==> src/rtl/prog_loader.sv <==
// Program loader: assembles host nibbles into bytes, writes them to program memory and holds the
// CPU in reset until the load completes. Optional checksum stage: PROG_LOADER_CHECKSUM_EN.
module prog_loader #(
  parameter int unsigned N          = 4,
  parameter int unsigned ADDR_W     = 12,
  parameter int unsigned PROG_DEPTH = 4096
) (
  input  logic              clk,
  input  logic              reset,
  input  logic              start,
  input  logic [ADDR_W:0]   length,
  input  logic              nib_valid,
  input  logic [N-1:0]      nib_data,
  output logic              nib_ready,
  output logic              wr_en,
  output logic [ADDR_W-1:0] wr_addr,
  output logic [2*N-1:0]    wr_data,
  output logic              cpu_hold,
  output logic              busy,
  output logic              done,
  output logic              err
);

`ifdef PROG_LOADER_CHECKSUM_EN
  typedef enum logic [2:0] {
    StIdle, StHi, StLo, StWrite, StChkHi, StChkLo, StDone, StErr
  } state_e;
`else
  typedef enum logic [2:0] {
    StIdle, StHi, StLo, StWrite, StDone, StErr
  } state_e;
`endif

  localparam logic [ADDR_W:0] DepthLen = (ADDR_W + 1)'(PROG_DEPTH);

  state_e            state_q, state_d;
  logic [ADDR_W:0]   len_q, len_d;
  logic [ADDR_W-1:0] addr_q, addr_d;
  logic [N-1:0]      hi_q, hi_d, lo_q, lo_d;
  logic              busy_d, done_d, err_d, hold_d;
  logic              xfer, last_byte, len_bad;
`ifdef PROG_LOADER_CHECKSUM_EN
  logic [2*N-1:0]    sum_q, sum_d;
`endif

  assign len_bad   = (length == '0) || (length > DepthLen);
  assign last_byte = ({1'b0, addr_q} == (len_q - 1'b1));
  assign xfer      = nib_valid && nib_ready;
  assign wr_addr   = addr_q;
  assign wr_data   = {hi_q, lo_q};

  always_comb begin
    state_d   = state_q;
    len_d     = len_q;
    addr_d    = addr_q;
    hi_d      = hi_q;
    lo_d      = lo_q;
    nib_ready = 1'b0;
    wr_en     = 1'b0;
`ifdef PROG_LOADER_CHECKSUM_EN
    sum_d     = sum_q;
`endif
    // Handshake and strobe depend on state only, never on inputs.
    unique case (state_q)
      StHi, StLo: nib_ready = 1'b1;
`ifdef PROG_LOADER_CHECKSUM_EN
      StChkHi, StChkLo: nib_ready = 1'b1;
`endif
      StWrite: wr_en = 1'b1;
      default: ;
    endcase

    case (state_q)
      StIdle, StDone, StErr: begin
        if (start) begin
          if (len_bad) begin
            state_d = StErr;
          end else begin
            len_d   = length;
            addr_d  = '0;
            state_d = StHi;
`ifdef PROG_LOADER_CHECKSUM_EN
            sum_d   = '0;
`endif
          end
        end
      end
      StHi: begin
        if (xfer) begin
          hi_d    = nib_data;
          state_d = StLo;
        end
      end
      StLo: begin
        if (xfer) begin
          lo_d    = nib_data;
          state_d = StWrite;
        end
      end
      StWrite: begin
`ifdef PROG_LOADER_CHECKSUM_EN
        sum_d = sum_q + {hi_q, lo_q};
`endif
        if (last_byte) begin
`ifdef PROG_LOADER_CHECKSUM_EN
          state_d = StChkHi;
`else
          state_d = StDone;
`endif
        end else begin
          addr_d  = addr_q + 1'b1;
          state_d = StHi;
        end
      end
`ifdef PROG_LOADER_CHECKSUM_EN
      StChkHi: begin
        if (xfer) begin
          hi_d    = nib_data;
          state_d = StChkLo;
        end
      end
      StChkLo: begin
        if (xfer) begin
          state_d = ({hi_q, nib_data} == sum_q) ? StDone : StErr;
        end
      end
`endif
      default: state_d = StIdle;
    endcase

    // Status outputs are registered from the next state so they line up with it.
    busy_d = (state_d == StHi) || (state_d == StLo) || (state_d == StWrite);
`ifdef PROG_LOADER_CHECKSUM_EN
    busy_d = busy_d || (state_d == StChkHi) || (state_d == StChkLo);
`endif
    done_d = (state_d == StDone);
    err_d  = (state_d == StErr);
    hold_d = (state_d != StDone);
  end

  always_ff @(posedge clk) begin
    if (reset) begin
      state_q  <= StIdle;
      len_q    <= '0;
      addr_q   <= '0;
      hi_q     <= '0;
      lo_q     <= '0;
      busy     <= 1'b0;
      done     <= 1'b0;
      err      <= 1'b0;
      cpu_hold <= 1'b1;
`ifdef PROG_LOADER_CHECKSUM_EN
      sum_q    <= '0;
`endif
    end else begin
      state_q  <= state_d;
      len_q    <= len_d;
      addr_q   <= addr_d;
      hi_q     <= hi_d;
      lo_q     <= lo_d;
      busy     <= busy_d;
      done     <= done_d;
      err      <= err_d;
      cpu_hold <= hold_d;
`ifdef PROG_LOADER_CHECKSUM_EN
      sum_q    <= sum_d;
`endif
    end
  end

endmodule

==> config.mk <==
export PLATFORM = sky130hd
export DESIGN_NAME = prog_loader
export DESIGN_NICKNAME = d
export VERILOG_FILES = /design/src/rtl/prog_loader.sv
export SDC_FILE = /design/constraint.sdc
export NUM_CORES = 1
export LEC_CHECK = 0
export BUFFER_PORTS_ARGS = -buffer_cell sky130_fd_sc_hd__buf_2
export CORE_MARGIN = 1
export CORE_UTILIZATION = 59
export CTS_CLUSTER_SIZE = 30
export DETAILED_ROUTE_END_ITERATION = 7
export PLACE_DENSITY = 0.89
export SETUP_SLACK_MARGIN = 0.2
export SLEW_MARGIN = 20
export SYNTH_ARGS = -nofsm -noshare
export SYNTH_HDL_FRONTEND = slang
export SYNTH_SLANG_ARGS = --single-unit
==> constraint.sdc <==
create_clock -name clk -period 6.3 [get_ports clk]
set_clock_uncertainty 0.15 [all_clocks]
set_input_delay 0.63 -clock clk [delete_from_list [all_inputs] [get_ports clk]]
set_output_delay 0.63 -clock clk [all_outputs]
set_load 0.005 [all_outputs]
# [After elaboration in Yosys (flattened, before gate mapping)]
# Index checks and enable logic that the tools add are counted.
[op_classes] addsub=2 magnitude_cmp=1 n_eq_ne=15 muxes=12 n_bitwise=1 n_reduce_logical=13
[ops] cell="two-way mux 12 bit" count=3
[ops] cell="case mux 12 bit (2 select lines)" count=1
[ops] cell="two-way mux 3 bit" count=5
[ops] cell="== test 12 x 13 -> 1 bit" count=1
[ops] cell="> comparator 13 bit, second input constant" count=1
[ops] cell="zero test 13 bit" count=1
[ops] cell="subtractor 13 x 1 -> 13 bit, second input constant" count=1
[ops] cell="adder 12 x 1 -> 12 bit, second input constant" count=1
[ops] cell="== test 3 x 2 -> 1 bit, second input constant" count=4
[ops] cell="== test 3 bit, second input constant" count=4
[ops] cell="case mux 3 bit (4 select lines)" count=1
[ops] cell="== test 3 x 1 -> 1 bit, second input constant" count=2
[ops] cell="!= test 2 bit, second input constant" count=3
[ops] cell="AND reduction 2 bit" count=2
[ops] cell="AND reduction 4 bit" count=1
[ops] cell="zero test 3 bit" count=1
[ops] cell="logical OR 1 bit" count=3
[ops] cell="!= test 3 bit, second input constant" count=1
[ops] cell="AND reduction 3 bit" count=1
[ops] cell="OR reduction 3 bit" count=1
[ops] cell="two-way mux 1 bit" count=2
[ops] cell="nonzero test 2 bit" count=1
[ops] cell="OR reduction 2 bit" count=1
[ops] cell="logical AND 1 bit" count=1
[ops] cell="NOT 1 bit" count=1
[word_totals] register_bits=40 in_bits=21 out_inout_bits=26 elab_cells=53

# [Logic depth before layout (Yosys ltp)]
# Gate-level depths: netlist of the first run.
[depth] ltp_word=9 depth_mapped=12

# [Worst setup path after synthesis of the first run]
# Ideal clock, no wire load.
[synth_timing] path_kind="flip-flop to flip-flop" start="register len_q[0]" end="register cpu_hold" setup_ps=134 t_arrival_ps=2681 required_ps=6016 setup_slack_ps=3335 path_stages_with_launch=11 period_less_slack_ps=2965 cell_sequence="dfxtp_1 -> clkbuf_1 -> inv_1 -> ha_1 -> nor2b_1 -> o21ai_0 -> or4bb_1 -> and3_1 -> nor4_4 -> a2bb2oi_2 -> or4_1"
[synth_via] elab_chain_cells=5
[synth_lines] item="start: declaration" line_no="37" text="logic [ADDR_W:0] len_q, len_d;"
[synth_lines] item="start signal: assignment" line_no="157" text="len_q <= len_d;"
[synth_lines] item="subtractor 13 x 1 -> 13 bit" line_no="47" text="assign last_byte = ({1'b0, addr_q} == (len_q - 1'b1));"
[synth_lines] item="== test 12 x 13 -> 1 bit" line_no="47"
[synth_lines] item="two-way mux 3 bit" line_no="104" text="if (last_byte) begin"
[synth_lines] item="case mux 3 bit (4 select lines)" line_no="73" text="case (state_q)"
[synth_lines] item="!= test 3 bit" line_no="138" text="hold_d = (state_d != StDone);"
[synth_lines] item="end signal: assignment" line_no="164" text="cpu_hold <= hold_d;"
[synth_lines] item="end: declaration" line_no="18" text="output logic cpu_hold,"
# No other way between the ends.
# A chain may end at the register's enable or synchronous reset.

# [Final worst setup path of the first run]
# Ends and elaborated chain as after synthesis.

==> results by stage, run 1 <==
Outcome:
- The run finished with clean final reports.

Logic synthesis:
- The distinct cell type count of the synthesized netlist is 55.
- The synthesized instance count is around 280.
- When the netlist entered floorplanning its net count stood at 300.
- The cell with the most instances after synthesis is sky130_fd_sc_hd__dfxtp_1.
- Each instance of the synthesized netlist takes up on average about 8.4 um2.
- Of all flip-flops after synthesis, the portion carrying an async set or reset was 0%.
- The post-synthesis cell area is approximately 0.0023 mm2.
- Summed over all instances, the cell type with the most area after synthesis is sky130_fd_sc_hd__dfxtp_1.
- Ranked by total cell area, the synthesized netlist is headed by sky130_fd_sc_hd__dfxtp_1, sky130_fd_sc_hd__mux2i_1, sky130_fd_sc_hd__nor2_1, sky130_fd_sc_hd__a21oi_1, sky130_fd_sc_hd__or4_1.
- Yosys printed 0 warnings.
- Sorting the synthesized cells by how often they occur yields sky130_fd_sc_hd__dfxtp_1, sky130_fd_sc_hd__nor2_1, sky130_fd_sc_hd__mux2i_1, sky130_fd_sc_hd__a21oi_1, sky130_fd_sc_hd__nand2_1.
- The synthesized design contains 40 register bits.
- The sequential area share after synthesis is between 30% and 40%.
- The synthesized design contains 0 enable-type register cells.
- The most used flip-flop cell after synthesis is sky130_fd_sc_hd__dfxtp_1.
- The top cell type by area accounts for 34.22% of the synthesized area.

Floorplan:
- The initial standard-cell utilization of the core is a little over three fifths.
- The x dimension of the die is around 65 um.
- The floorplan step set the die height to 64.98 um.
- The placeable core region is roughly 0.0037 mm2.
- For this design the top-level I/O count stands at 47.
- The number of rows in the core area is 22.
- The area enclosed by the die boundary is between 0.004 and 0.005 mm2.

STA:
- The final count of pins violating max slew is 0.
- The period utilization is 53.89%.
- The clock period minus worst slack is about 3.4 ns.
- The smallest hold slack is approximately 0.35 ns.
- In this run the tightest slew margin relative to its limit is between 50% and 60%.
- The slew of the pin with the lowest slew margin is around 0.74 ns.
- The final total negative setup slack is 0 ns.
- Setup violations remaining at the end of the flow were counted as 0.
- Setup repair after global routing left no endpoint under its margin.
- The highest clock rate is ~300 MHz.
- The final hold violation count is 0.

Global routing:
- The pin count of the biggest net entering global routing is 32.
- The global-route wire length before repair is between 9000 and 10,000 um.
- Summed over all layers, the global routing overflow is 0.
- The via count of the first global-routing pass came to slightly below 2,000.
- The initial antenna violation count is 0.
- The combined global-route utilization of all metal layers is around 28%.

Routing:
- The ratio of routed vias to standard cells is about 6.1.
- After detailed routing, the total wire length is around 5500 um.
- The count of unresolved DRC violations after routing is 0.
- The first detailed-routing pass took 4 iterations.
- The count of nets left with antenna violations once routing finished came out at 0.
- Dividing the detail-routed wire length by the instance count gives between 15 and 20 um.
- The number of design-rule violations left by the first detailed-router iteration is between 200 and 250.
- The detailed router placed ~2,200 vias in this run.

Placement:
- The estimated wirelength of the detail-placed design is 3913 um.
- Port buffering added 46 buffers.
- At the end of routability-driven placement, the weighted congestion stood at between 0.9 and 1.
- In this run the cell area measured after placement is 0.002557 mm2.

Flow run:
- Across the run, the number of max-cap violations was 0.

Cells and area:
- Fill cells in the final layout number 310.
- The net count of the finished layout is 337.
- Once layout is done, the placed cells without fillers occupy between 0.002 and 0.003 mm2.
- The relative area change from synthesis to final layout is 14.39%.
- The final antenna diode count is 0.
- The fraction of layout instances using a drive strength above 1 is 21.27%.

Worst hold path:
- The worst min-delay path startpoint is lo_q[2].
- The kind of path behind the tightest hold check is reg2reg.

CTS:
- The later pin in the worst-skew pair is clocked with a latency of slightly below 0.3 ns.
- The number of gates resized after cts is 0.
- Clock tree synthesis selected as its root buffer the cell sky130_fd_sc_hd__clkbuf_8.
- After clock tree synthesis, the setup repair step added 0 buffers.
- The clock transition at the register clock pins on the worst setup and hold paths after CTS is ~0.08 ns.
- The H-tree generated during clock tree synthesis spans 2 levels.
- The number of buffers inserted during clock tree synthesis is 5.
- Counting every sink on the clock net gives 40.
- The clock tree from TritonCTS is built.
- In this run the deepest clock path goes through 2 buffers.
- For this design, the CTS-stage hold fixing added 0 buffers.

Setup path:
- The setup check on the worst reg-to-reg path leaves a slack of 2.90 ns.
- The critical path goes through inv_1, ha_1, nor2b_1, o21ai_0, or4bb_1, and3_1, nor4_4, buf_6, a2bb2oi_2, or4_1.
- The setup path with the least slack is of type reg2reg.
- On the worst path, the slowest cell contributes a delay of 0.52 ns.
- The critical path starts at len_q[0].
- The largest fanout of any net on the critical path is 18.
- Data on the critical path is required at its endpoint by between 6 and 7 ns.
- STA classifies the critical path endpoint as a flop.
- STA classifies the critical path startpoint as a flop.
- At the worst endpoint, the arrival time is 3.41 ns.
- On the critical path, the stage with the largest delay is an instance of sky130_fd_sc_hd__or4_1.
- The startpoint identified for the worst register-to-register timing path is len_q[0].

Power:
- The design draws between 0.5 and 0.6 mW.
- The internal power of the cells is approximately 0.43 mW.
- The worst-case vdd ir drop is around 0.17 mV.
- Net switching is a little over a quarter of the power.
- The register share of total power is between 40% and 50%.
- Of the total power, the clock network draws between 30% and 40%.
- The power density over cell area is roughly 220 mW/mm2.
- The switching power summed over all nets is ~0.16 mW.
- Combinational logic burns roughly 18% of the power.
- For this design the static power due to leakage is between 1 and 1.5 nW.
==> power groups by stage <==
stage          Clock (mW)  Combinational (mW)  Sequential [mW]
2_1_floorplan           0              0.0851            0.274
5_1_grt             0.221               0.118            0.278
3_3_place_gp            0               0.104            0.281
6_report            0.206               0.107            0.276
3_5_place_dp            0               0.106            0.281
4_1_cts             0.209               0.107            0.276
==> final timing paths <==
kind | endpoint | cells after the start
worst max register to register | cpu_hold | 10
worst min register to register | lo_q[2] | 2
worst max-delay path | cpu_hold | 10
worst min-delay path | lo_q[2] | 2
==> cells in the final DEF, fill, tap and decap left out, types with 8 or more instances in the layout <==
master,Yosys,routed
sky130_fd_sc_hd__buf_2,2,46
sky130_fd_sc_hd__dfxtp_1,40,40
sky130_fd_sc_hd__nor2_1,28,28
sky130_fd_sc_hd__mux2i_1,20,20
sky130_fd_sc_hd__a21oi_1,19,19
sky130_fd_sc_hd__nand2_1,15,15
sky130_fd_sc_hd__or4_1,11,11
sky130_fd_sc_hd__o31ai_1,10,10
sky130_fd_sc_hd__nor4_1,9,9
sky130_fd_sc_hd__inv_1,8,8
sky130_fd_sc_hd__xnor2_1,8,8
==> metal layers <==
metal	share of wire [%]	global-route usage, %	up-vias
met2	48	45.70	84
met3	5.8	5.986	12
met1	43	36.20	1026
li1	-	-	1089
met5	0	0	-
met4	2.4	11.94	0
==> per-stage QoR <==
step	instances	worst slack (ns)	util (%)
4_1_cts	362	2.591	71.19
3_5_place_dp	354	2.604	68.32
3_3_place_gp	354	2.760	68.32
2_1_floorplan	277	3.335	-
6_report	363	2.905	71.49
5_1_grt	363	2.708	71.49
==> critical path, delay by kind of cell, from the launching register on <==
kind                       cells  cell delay (ns)
DFF                            1             0.50
AOI/OAI and AO/OA              2             0.27
adders and majority gates      1             0.29
and+or+nand+nor                5             1.72
buffers and inverters          2             0.32
==> logic make-up (layout without fill, tap and decap cells) <==
family          count (synthesis)  count (layout)  share of synthesized area, %
simple gates                  119             119                         29.63
compound gates                 56              56                         16.36
flops                          40              40                         34.22
buf+inv                        26              64                         4.920
mux                            20              20                         8.556
xor+xnor                       14              14                         5.241
fa+ha+maj                       2               2                         1.069
==> flip-flops by register name (all words and copies together), names as in the netlist <==
register	cells
busy	1
hi_q	4
err	1
wr_addr	12
state_q	3
cpu_hold	1
len_q	13
lo_q	4
done	1
==> layout make-up <==
| type | instances | area (um2) | area share (%) |
|---|---|---|---|
| inverters | 8 | 30.03 | 1.122 |
| multi-input cells | 211 | 1429 | 53.39 |
| well taps | 48 | 60.06 | 2.244 |
| clock inverters | 2 | 35.03 | 1.309 |
| clock buffers | 6 | 72.57 | 2.712 |
| repair buffers | 48 | 249.0 | 9.303 |
| flip-flops and latches | 40 | 800.8 | 29.92 |
Note: power is estimated with default switching activity, not from simulation.
==> run 2: changes to the inputs <==
--- a/config.mk
+++ b/config.mk
@@ -7,10 +7,10 @@
 export LEC_CHECK = 0
 export BUFFER_PORTS_ARGS = -buffer_cell sky130_fd_sc_hd__buf_2
 export CORE_MARGIN = 1
-export CORE_UTILIZATION = 59
+export CORE_UTILIZATION = 55
 export CTS_CLUSTER_SIZE = 30
 export DETAILED_ROUTE_END_ITERATION = 7
-export PLACE_DENSITY = 0.89
+export PLACE_DENSITY = 0.84
 export SETUP_SLACK_MARGIN = 0.2
 export SLEW_MARGIN = 20
 export SYNTH_ARGS = -nofsm -noshare
==> constraint.sdc (replaced) <==
create_clock -name clk -period 3.4 [get_ports clk]
set_clock_uncertainty 0.15 [all_clocks]
set_input_delay 0.34 -clock clk [delete_from_list [all_inputs] [get_ports clk]]
set_output_delay 0.34 -clock clk [all_outputs]
set_load 0.005 [all_outputs]
==> run 2 against run 1 <==
Utilization decreased by 4.7 points; cell count rose by 1.1%; worst hold slack lost 0.21 ns; combinational power is 89% higher; global-route usage down 2.5 points; first-iteration DRC count is 16% lower; critical path depth decreased by 1; sequential share of layout area is 0.088 points lower; die area up 7.0%; non-clock buffer count increased by 2; fmax rose by 12%; largest cell class unchanged; largest power group unchanged; highest routed layer unchanged.
==> results by stage, run 2 (synthesized netlist as in run 1, its figures left out) <==
Floorplan:
- The initial standard-cell utilization of the core is 58.07%.
- The x dimension of the die is roughly 67 um.
- The boundary pin count is 47.
- The placeable core region is about 0.0040 mm2.
- The area enclosed by the die boundary is roughly 0.0045 mm2.
- The floorplan has 23 rows.
- The floorplan step set the die height to between 60 and 70 um.

Cells and area:
- Ranked by flip-flop count, first place goes to len_q.
- The area growth from synthesis to layout is 15.08%.
- The final cell count without fillers is 367.
- The post-route netlist has 22.40% of its cells at a drive strength greater than 1.
- The library cells used most frequently in the layout, excluding fill and tap cells, are sky130_fd_sc_hd__buf_2, sky130_fd_sc_hd__dfxtp_1, sky130_fd_sc_hd__nor2_1, sky130_fd_sc_hd__mux2i_1, sky130_fd_sc_hd__a21oi_1.
- The repair_antennas step left the layout with diodes totalling 0.
- Measured on the finished design, the core utilization comes to between 60 and 70%.
- For this run, the post-layout net count is around 340.
- Leaving out fill and tap cells, the most frequent cell in the layout is sky130_fd_sc_hd__buf_2.
- The flip-flop count of the largest register, all copies and words added is 13.
- Fill cells in the final layout number 331.

Routing:
- Summing over every cut layer, the via total after detailed routing is approximately 2,200.
- After detailed routing, the total wire length is between 5000 and 6000 um.
- The count of unresolved DRC violations after routing is 0.
- The ratio of routed vias to standard cells is 5.973.
- The post-detailed-route count of antenna-violating nets is 0.
- The routed wirelength normalized by instance count is about 15 um.
- The detailed-routing iteration count for the pre-antenna-repair pass is 4.
- The number of design-rule violations left by the first detailed-router iteration is 200.

STA:
- The final hold violation count is 0.
- The slew of the pin with the lowest slew margin is around 0.77 ns.
- The worst pin sits at a relative slew slack of 48.64%.
- Setup violations remaining at the end of the flow were counted as 0.
- Setup repair after global routing left no endpoint under its margin.
- In the final timing run, aggregate negative setup slack is 0 ns.
- The final count of pins violating max slew is 0.
- The highest clock rate is roughly 330 MHz.
- The worst path in the final design needs a cycle of slightly above 3 ns, including I/O delays and setup.
- In the post-route analysis, the smallest setup slack over all paths is roughly 0.38 ns.
- The period utilization is 88.90%.

Placement:
- After detailed placement, the design holds a cell count of roughly 360.
- Before CTS, the worst setup slack after placement is between 0.3 and 0.4 ns.
- The estimated wirelength of the detail-placed design is approximately 3800 um.
- The total of buffers placed on input and output ports is 46.
- The final RePlAce weighted congestion is between 0.9 and 1.

Global routing:
- The via count of the first global-routing pass came to 1,937.
- The first global-routing pass estimated 8783 um of wire.
- Entering global routing, the biggest net connects 32 pins.
- The combined global-route utilization of all metal layers is between 20 and 30%.
- The total congestion overflow after global routing is 0.
- The initial antenna violation count was 0.

Power:
- The combinational share of power is about a fifth.
- Sequential cells account for a little under half of the total power.
- Of the total power, the share spent switching nets is a little over a quarter.
- The leakage power summed over all cells is roughly 1.1 nW.
- For this design the ratio of total power to cell area is around 400 mW/mm2.
- Cell internal power was estimated by the tool at between 0.7 and 0.8 mW.
- The clock share of power is between 30% and 40%.
- Total power for the finished layout comes to 1.088 mW.
- The switching power summed over all nets is 0.2916 mW.
- The worst-case vdd ir drop is 0.3509 mV.

Setup path:
- The worst setup path is launched from a flop.
- STA classifies the critical path endpoint as a flop.
- For the worst setup path, the data required time is between 3 and 4 ns.
- The maximum single-stage delay on the critical path is 0.50 ns.
- For the worst setup path, the data arrival time is between 3 and 4 ns.
- The category of cells accounting for the largest share of critical-path delay is simple AND/OR/NAND/NOR gates.
- The sum of buffers and inverters on the critical path is 1.
- Of all nets on the critical path, the largest fanout is 9.
- The category of the most critical setup path is reg2reg.
- Walking the worst path, the cells encountered are inv_1, ha_1, nor2b_1, o21ai_0, or4bb_1, and3_1, nor4_4, a2bb2oi_2, or4_1.
- The cell with the biggest individual delay on the critical path is sky130_fd_sc_hd__or4_1.

CTS:
- CTS saw 40 sinks.
- The clock root buffer master is sky130_fd_sc_hd__clkbuf_8.
- The clock passes through at most 2 buffers.
- The clock tree synthesis step divided the H-tree into 2 levels.
- The worst-skew pair later-pin latency is 0.29 ns.
- The clock transition at the register clock pins on the worst setup and hold paths after CTS is approximately 0.080 ns.
- The clock tree from TritonCTS is built.
- After clock tree synthesis, the flow added hold-fix buffers numbering 0.
- TritonCTS created 5 clock buffers.

Outcome:
- The flow ran to the end, and the final reports show no timing, DRC or antenna violations.

Worst hold path:
- In this run the worst hold path is classified as in2reg.

Flow run:
- Across the run, the number of max-cap violations was 0.
-- run 2: final cells by class --
cell class / count / area, um2 / area share [%]
Multi-Input combinational cell: 211 / 1429 / 53.07
Sequential cell: 40 / 803.3 / 29.83
Timing Repair Buffer: 50 / 260.3 / 9.665
Clock buffer: 6 / 72.57 / 2.695
Tap cell: 50 / 62.56 / 2.323
Clock inverter: 2 / 35.03 / 1.301
Inverter: 8 / 30.03 / 1.115
-- run 2: what timing repair did --
item	4_1_cts	5_1_grt
gates resized for setup	0	2
setup endpoints to repair	0	3
setup buffers	0	0
-- run 2: path summary, 6_finish.rpt --
path | slack (ns) | end | startpoint | cells after the start
max | 0.38 | cpu_hold | len_q[0] | 9
min reg2reg | 0.34 | hi_q[2] | hi_q[2] | 2
min | 0.15 | lo_q[1] | nib_data[1] | 3
max reg2reg | 0.38 | cpu_hold | len_q[0] | 9
-- run 2: power groups by stage --
stage | registers [mW] | logic (mW) | clock network, mW
global placement | 0.519 | 0.197 | 0
global route | 0.513 | 0.225 | 0.402
detailed placement | 0.520 | 0.198 | 0
floorplan | 0.508 | 0.158 | 0
finish | 0.510 | 0.202 | 0.376
CTS | 0.509 | 0.201 | 0.385
-- run 2: metrics by stage --
step           hold slack, ns  cell area, um2
2_1_floorplan          0.2741            2340
3_3_place_gp           0.3203            2582
3_5_place_dp           0.3298            2582
4_1_cts                0.1417            2690
5_1_grt                0.1580            2693
6_report               0.1461            2693
-- run 2: routing by layer --
metal  wire [um]  part of all wire, %  track usage, %  vias up
li1            -                    -               -     1095
met1        2439                   46           33.26      994
met2        2433                   46           41.13       90
met3         344                  6.4           5.405       13
met4         127                  2.4           11.70        0
met5           0                    0               0        -
-- run 2: worst reg2reg max path, cell delays in order (launching register included) --
cell and delay (ns):
sky130_fd_sc_hd__dfxtp_2 0.41, sky130_fd_sc_hd__inv_1 0.07, sky130_fd_sc_hd__ha_1 0.29, sky130_fd_sc_hd__nor2b_1 0.22, sky130_fd_sc_hd__o21ai_0 0.19, sky130_fd_sc_hd__or4bb_1 0.48
sky130_fd_sc_hd__and3_1 0.18, sky130_fd_sc_hd__nor4_4 0.27, sky130_fd_sc_hd__a2bb2oi_2 0.14, sky130_fd_sc_hd__or4_1 0.50
